$ cat src/rtl/util_lin_int.sv
// util_lin_int: per-channel linear interpolator feeding a DAC that pulls samples via dac_read.
// Ports: aclk/aresetn; s_axis_data_* input stream; m_axis_data_* output strobe+data;
//   interpolate (1=linear by 2^LOG2_RATE, 0=bypass); dac_read pull strobe;
//   underrun sticky flag, underrun_clr, underrun_count (live only with UTIL_LIN_INT_UNDERRUN_CNT_EN).
module util_lin_int #(
  parameter int NUM_CH     = 2,
  parameter int DATA_WIDTH = 16,
  parameter int LOG2_RATE  = 3
) (
  input  logic                         aclk,
  input  logic                         aresetn,
  input  logic                         s_axis_data_tvalid,
  output logic                         s_axis_data_tready,
  input  logic [NUM_CH*DATA_WIDTH-1:0] s_axis_data_tdata,
  output logic                         m_axis_data_tvalid,
  output logic [NUM_CH*DATA_WIDTH-1:0] m_axis_data_tdata,
  input  logic                         interpolate,
  input  logic                         dac_read,
  output logic                         underrun,
  input  logic                         underrun_clr,
  output logic [15:0]                  underrun_count
);

  localparam int W  = NUM_CH * DATA_WIDTH;
  localparam int DW = DATA_WIDTH;
  localparam int L  = LOG2_RATE;
  localparam int AW = DW + 1 + L;

  typedef logic [L-1:0]         k_t;
  typedef logic signed [AW-1:0] acc_t;

  logic         rdy_q;
  logic         in_full_q, in_full_d;
  logic [W-1:0] in_buf_q, in_buf_d;
  logic [W-1:0] prev_q, prev_d;
  logic [W-1:0] cur_q, cur_d;
  k_t           k_q, k_d;
  acc_t         acc_q [NUM_CH];
  acc_t         acc_d [NUM_CH];
  logic         vld_q;
  logic [W-1:0] y_q, y_d;
  logic         und_q, und_d;

  logic         k0;
  logic         consume;
  logic         uflow;
  logic         accept;
  acc_t         dnew [NUM_CH];
  acc_t         dcur [NUM_CH];
  acc_t         seed [NUM_CH];
  logic [W-1:0] y_seg;

  // k != 0 only ever occurs inside an interpolating segment,
  // so k itself carries the mode latched at consume time.
  always_comb begin : ctrl
    k0      = (k_q == '0);
    consume = dac_read & k0 & in_full_q;
    uflow   = dac_read & k0 & ~in_full_q;
    s_axis_data_tready = rdy_q & (~in_full_q | consume);
    accept  = s_axis_data_tvalid & s_axis_data_tready;
  end

  // acc holds (prev << L) + k*delta; its upper bits are floor(y_k).
  always_comb begin : chan
    y_seg = '0;
    for (int c = 0; c < NUM_CH; c++) begin
      dnew[c] = acc_t'($signed(in_buf_q[c*DW +: DW]))
              - acc_t'($signed(cur_q[c*DW +: DW]));
      dcur[c] = acc_t'($signed(cur_q[c*DW +: DW]))
              - acc_t'($signed(prev_q[c*DW +: DW]));
      seed[c] = (acc_t'($signed(cur_q[c*DW +: DW])) <<< L)
              + dnew[c];
      y_seg[c*DW +: DW] = acc_q[c][L +: DW];
    end
  end

  always_comb begin : nxt
    in_full_d = in_full_q;
    in_buf_d  = in_buf_q;
    prev_d    = prev_q;
    cur_d     = cur_q;
    k_d       = k_q;
    acc_d     = acc_q;
    y_d       = y_q;
    und_d     = und_q;

    if (accept) begin
      in_full_d = 1'b1;
      in_buf_d  = s_axis_data_tdata;
    end else if (consume) begin
      in_full_d = 1'b0;
    end

    if (consume) begin
      prev_d = cur_q;
      cur_d  = in_buf_q;
      acc_d  = seed;
      k_d    = interpolate ? k_t'(1) : '0;
      // y_0 of a new segment is its start point (old cur)
      y_d    = interpolate ? cur_q : in_buf_q;
    end else if (uflow) begin
      y_d = cur_q;
    end else if (dac_read) begin
      y_d = y_seg;
      k_d = k_q + k_t'(1);
      for (int c = 0; c < NUM_CH; c++) begin
        acc_d[c] = acc_q[c] + dcur[c];
      end
    end

    if (underrun_clr) begin
      und_d = 1'b0;
    end else if (uflow) begin
      und_d = 1'b1;
    end
  end

  always_ff @(posedge aclk or negedge aresetn) begin
    if (!aresetn) begin
      rdy_q     <= 1'b0;
      in_full_q <= 1'b0;
      in_buf_q  <= '0;
      prev_q    <= '0;
      cur_q     <= '0;
      k_q       <= '0;
      vld_q     <= 1'b0;
      y_q       <= '0;
      und_q     <= 1'b0;
      for (int c = 0; c < NUM_CH; c++) begin
        acc_q[c] <= '0;
      end
    end else begin
      rdy_q     <= 1'b1;
      in_full_q <= in_full_d;
      in_buf_q  <= in_buf_d;
      prev_q    <= prev_d;
      cur_q     <= cur_d;
      k_q       <= k_d;
      vld_q     <= dac_read;
      y_q       <= y_d;
      und_q     <= und_d;
      for (int c = 0; c < NUM_CH; c++) begin
        acc_q[c] <= acc_d[c];
      end
    end
  end

  assign m_axis_data_tvalid = vld_q;
  assign m_axis_data_tdata  = y_q;
  assign underrun           = und_q;

`ifdef UTIL_LIN_INT_UNDERRUN_CNT_EN
  logic [15:0] ucnt_q, ucnt_d;

  always_comb begin
    ucnt_d = ucnt_q;
    if (underrun_clr) begin
      ucnt_d = '0;
    end else if (uflow && (ucnt_q != 16'hFFFF)) begin
      ucnt_d = ucnt_q + 16'd1;
    end
  end

  always_ff @(posedge aclk or negedge aresetn) begin
    if (!aresetn) begin
      ucnt_q <= '0;
    end else begin
      ucnt_q <= ucnt_d;
    end
  end

  assign underrun_count = ucnt_q;
`else
  assign underrun_count = '0;
`endif

endmodule

$ cat config.mk
export PLATFORM = sky130hd
export DESIGN_NAME = util_lin_int
export DESIGN_NICKNAME = d
export VERILOG_FILES = /design/src/rtl/util_lin_int.sv
export SDC_FILE = /design/constraint.sdc
export NUM_CORES = 1
export LEC_CHECK = 0
export ABC_AREA = 1
export BUFFER_PORTS_ARGS = -buffer_cell sky130_fd_sc_hd__buf_2
export CELL_PAD_IN_SITES_DETAIL_PLACEMENT = 1
export CELL_PAD_IN_SITES_GLOBAL_PLACEMENT = 1
export CORE_UTILIZATION = 47
export CTS_BUF_LIST = sky130_fd_sc_hd__clkbuf_2
export DETAILED_ROUTE_END_ITERATION = 7
export GPL_TIMING_DRIVEN = 0
export PLACE_DENSITY = 0.81
export REMOVE_ABC_BUFFERS = 1
export SLEW_MARGIN = 20
export SYNTH_ARGS = -nofsm -noshare
export SYNTH_HDL_FRONTEND = slang
export SYNTH_SLANG_ARGS = --single-unit
$ cat constraint.sdc
create_clock -name aclk -period 3.64 [get_ports aclk]
set_clock_uncertainty 0.2 [all_clocks]
set_input_delay 0.546 -clock aclk [delete_from_list [all_inputs] [get_ports aclk]]
set_output_delay 0.546 -clock aclk [all_outputs]
set_load 0.1 [all_outputs]
==> qor.csv, run 1 <==
metric,value,unit
fill count,3690,
vias,12600,
H-tree depth,4,
Die Wd,173,um
final worst-path cycle share,93.6,%
Post-synth EDFFs,0,
clk slew on worst S/H paths,300,ps
Layout Nets,2130,
Max Slew Vio Count,0,
Initial Utilization,47.8,%
WL final,42.5,mm
die area,29800,um^2
Max Cap Viol,0,
I/O Buffers,72,
dpl hpwl,30.2,mm
initial DRC count,831,
FP Rows,62,
grt total ovfl,0,
pin count of the biggest net entering global routing,134,
vias per cell,5.38,
CTS Root Buffer Type,clkbuf_2,
CTS buffer count,17,
unrepaired setup endpoints after global routing,false,
area occupied by multi-input gates,7690,um^2
Core Footprint,28700,um^2
Slew HR,44.8,%
"Largest stage delay, worst path",470,ps
Slew @ Worst Pin,828,ps
Final Critical Period,3410,ps
crit-path cells,inv_1 > ha_1 > nand3_4 > inv_4 > nand2_8 > buf_16 > inv_8 > a21oi_1 > o21ai_0 > nand2_1 > nand2_1 > o21ai_0,
Die H,173,um
drc violations,0,
"Warnings, synthesis",0,
clk_lat worst skew,840,ps
Hold Crit Class,in -> async,
Final ANT Viol Nets,0,
"Arr. time, crit path",3930,ps
CTS Sinks,173,
final hold vios,0,
most frequent cells in the layout,"nand2_1, inv_1, dfrtp_1, o21ai_0, a21oi_1",
count of cell types in the netlist,41,
Mean Syn Cell Area,7.39,um^2
WP data required,4160,ps
"Top FF cell, synth",dfrtp_1,
first-pass GRT wire length,69.6,mm
Post-synth ARST share,100,%
CP bufs+invs,4,
Clock Tree Buf Depth,2,
GRT Util Overall,29.3,%
crit-path max FO,133,
initial antenna violation count,1,
CTS tree,built,
status,"finished, final reports clean",
Syn Inst Count,1854,
Worst path slowest cell,inv_4,
vias in the first global route,13100,
Max Fclk,294,MHz
1st-pass router iterations,5,
cell area after synthesis,13700,um^2
layout cells sized above 1,7.58,%
Area growth syn-to-layout,10.2,%
drt wl/cell,18.2,um
"Seq/Total Area, Yosys",31.6,%
number of setup violations in the final report,0,
crit start category,flip-flop,
register area,4330,um^2
Worst setup EP type,flip-flop,
utilization after layout,52.6,%
Placer Congestion,0.882,
Top delay family on crit path,buffers and inverters,
"commonest non-fill, non-tap cell in the layout",nand2_1,
I/O pin total,89,
critical path class,reg -> reg,
Synth Register Bits,173,
==> area by class of cell <==
type,instances,share of cell area [%]
Antenna cell,1,0.0166
Clock buffer,17,0.563
Clock inverter,14,0.969
Inverter,356,8.91
Multi-Input combinational cell,1265,50.9
Sequential cell,173,28.7
Tap cell,384,3.18
Timing Repair Buffer,127,6.78
==> path summary, 6_finish.rpt <==
kind / startpoint / endpoint / slack (ps) / cells after the start
min in group aclk: s_axis_data_tvalid / in_buf_q[9] / 140 / 4
max: k_q[0] / acc_q[30] / 230 / 12
max in group asynchronous: aresetn / prev_q[28] / 2260 / 3
min reg2reg: m_axis_data_tdata[21] / m_axis_data_tdata[21] / 320 / 2
min: aresetn / prev_q[2] / 30 / 2
max reg2reg: k_q[0] / acc_q[30] / 230 / 12
==> worst register-to-register path, cell delays in order (launching register included) <==
cell     delay, ps
dfrtp_1        450
inv_1          110
ha_1           210
nand3_4        210
inv_4          480
nand2_8        340
buf_16         360
inv_8          470
a21oi_1         90
o21ai_0        160
nand2_1        110
nand2_1         60
o21ai_0         80
==> sequential cells by signal, indices dropped and copies added, names as in the netlist <==
register            cells
cur_q                  32
m_axis_data_tdata      32
underrun                1
in_full_q               1
rdy_q                   1
k_q                     3
in_buf_q               32
prev_q                 32
m_axis_data_tvalid      1
acc_q                  38
==> routing by layer <==
layer	share of wire (%)	vias to the layer above	track usage [%]	wire (um)
li1	-	6029	-	-
met1	47	6228	40.8	20100
met2	48	259	48.6	20200
met3	3.5	49	3.65	1500
met4	1.6	0	6.75	663
met5	0	-	0	0
==> metrics by stage <==
stage                     hold WS (ps)  instances  setup WS (ps)  instance area [um^2]  TNS [ps]
after detailed placement           273       2256           -865                 14400    -29840
after CTS                         23.7       2336           68.0                 15100         0
after global routing              47.0       2337           77.2                 15100         0
after global placement             257       2250          -3590                 14200   -531640
after floorplan                   50.4       1794           -289                 13300     -6690
final                             34.6       2337            234                 15100         0
==> what timing repair did <==
item	in CTS	in global routing
cloned	0	0
hold endpoints to repair	127	0
setup endpoints to repair	40	29
hold buffers	49	0
pin swaps	0	0
setup buffers	0	0
resized for setup	1	2
==> cell families after synthesis <==
kind of cell / Yosys count / share of synthesized area, %
compound gates: 394 / 15.8
xor+xnor: 16 / 1.02
fa+ha+maj: 152 / 17.6
buf+inv: 431 / 12.9
flops: 173 / 31.6
mux: 6 / 0.630
other cells: 2 / 0.0548
simple gates: 680 / 20.4
==> Yosys cell counts (18+ instances only) <==
master    count  area [um^2]
o21ai_0     159          796
dfrtp_1     173         4330
clkbuf_1     28          105
a21oi_1     136          681
ha_1         84         1050
fa_1         68         1360
inv_1       353         1330
buf_2        21          105
nand3_1      90          450
nand2_1     427         1600
a21oi_2      19          166
buf_4        18          135
o22ai_1      47          294
nor2_1      121          454
Power of run 1 is left out: the tool's default activity adds up to more than one toggle a clock period on the data nets, which glitch-free logic cannot reach.
==> run 2: changes to the inputs <==
- CORE_MARGIN: default -> 3
==> run 2 against run 1 <==
  * Utilization is 0.34 points higher
  * Register-to-register slack better by 50 ps
  * Hold slack better by 93 ps
  * Cell count is 0.81% lower
  * Via count is 0.71% lower
  * Routed wire length is 3.8% lower
  * Design area is 0.99% lower
  * Critical path depth stayed put
  * First-iteration DRC count is 14% lower
  * Largest cell class unchanged
  * Flip-flop and latch count stayed put
==> qor.csv, run 2 (synthesized netlist as in run 1, its figures left out) <==
metric,value,unit
H-tree depth,4,
CTS buffer count,17,
Hold Worst Slack,128,ps
area occupied by multi-input gates,7690,um^2
crit-path max FO,113,
Slew HR,40.3,%
I/O Buffers,72,
critical path class,reg -> reg,
I/O pin total,89,
R2R Setup Slk,290,ps
first-pass GRT wire length,67.7,mm
layout cells sized above 1,7.68,%
FF-to-FF path depth,12,
initial antenna violation count,1,
final hold vios,0,
WL final,40.9,mm
pin count of the biggest net entering global routing,114,
vias per cell,5.38,
vias,12500,
Biggest register,acc_q,
crit start category,flip-flop,
"Arr. time, crit path",3890,ps
Placer Congestion,0.897,
Slew @ Worst Pin,894,ps
Area growth syn-to-layout,9.11,%
"commonest non-fill, non-tap cell in the layout",nand2_1,
Worst setup EP type,flip-flop,
fill count,3656,
Max Slew Vio Count,0,
Final Critical Period,3350,ps
vias in the first global route,13200,
CTS Sinks,173,
dpl hpwl,29.9,mm
Die H,177,um
initial DRC count,712,
hold path cells,3,
die area,31200,um^2
Clock Tree Buf Depth,2,
WP data required,4180,ps
Initial Utilization,48.5,%
clk slew on worst S/H paths,280,ps
final worst-path cycle share,92.1,%
clk_lat worst skew,840,ps
drt wl/cell,17.6,um
Max Fclk,298,MHz
number of setup violations in the final report,0,
FP Rows,61,
Layout Nets,2117,
drc violations,0,
Final ANT Viol Nets,0,
CTS tree,built,
max reg flops,38,
Max Cap Viol,0,
Die Wd,177,um
register area,4330,um^2
1st-pass router iterations,4,
Core Footprint,28200,um^2
CTS Root Buffer Type,clkbuf_2,
most frequent cells in the layout,"nand2_1, inv_1, dfrtp_1, o21ai_0, a21oi_1",
postcts setup bufs,0,
grt total ovfl,0,
status,"finished, final reports clean",
Hold Crit Class,in -> reg,
unrepaired setup endpoints after global routing,false,
GRT Util Overall,27.1,%
==> run 2: final timing paths <==
check	endpoint	start
worst max-delay path	acc_q[10]	k_q[0]
worst min-delay path	m_axis_data_tdata[0]	dac_read
worst max register to register	acc_q[10]	k_q[0]
worst min register to register	m_axis_data_tdata[29]	m_axis_data_tdata[29]
max in group asynchronous	m_axis_data_tdata[29]	aresetn
min in group asynchronous	prev_q[1]	aresetn
==> run 2: layout make-up <==
cell class	count	area share (%)
antenna	1	0.0167
clock buffer	18	0.602
clock inverter	13	0.786
inverter	356	9.04
multi-input combinational	1265	51.4
sequential	173	28.9
tap	378	3.16
timing repair buffer	114	6.02
==> run 2: per-layer routing <==
metal | up-vias | wire [um] | track usage, %
met1 | 6176 | 19200 | 37.4
met5 | - | 0 | 0
met3 | 50 | 1510 | 3.45
li1 | 5993 | - | -
met2 | 257 | 19400 | 45.2
met4 | 0 | 727 | 7.20
==> run 2: per-stage QoR <==
stage | std cells | util, % | area (um^2) | setup TNS [ps] | setup WS [ps]
2_1_floorplan | 1794 | - | 13300 | -6690 | -289
3_3_place_gp | 2244 | 50.2 | 14200 | -510110 | -3570
3_5_place_dp | 2249 | 50.8 | 14300 | -30720 | -896
4_1_cts | 2317 | 52.9 | 14900 | 0 | 102
5_1_grt | 2318 | 53.0 | 15000 | 0 | 65.0
6_report | 2318 | 53.0 | 15000 | 0 | 286
==> run 2: worst max-delay path: stages, from the launching register on <==
cell     delay, ps
dfrtp_1        450
inv_1          130
ha_1           210
nand3_4        240
inv_8          330
nand2_8        350
buf_16         350
inv_8          380
a21oi_1         70
o21ai_0        150
nand2_1        110
nand2_1         70
o21ai_0         70
==> run 2: timing repair <==
item | in CTS | in global routing
setup endpoints to repair | 39 | 8
gates resized for setup | 2 | 3
hold buffers | 37 | 0
pin swaps | 0 | 0
hold endpoints to repair | 148 | 0
Power of run 2 is left out for the same reason.
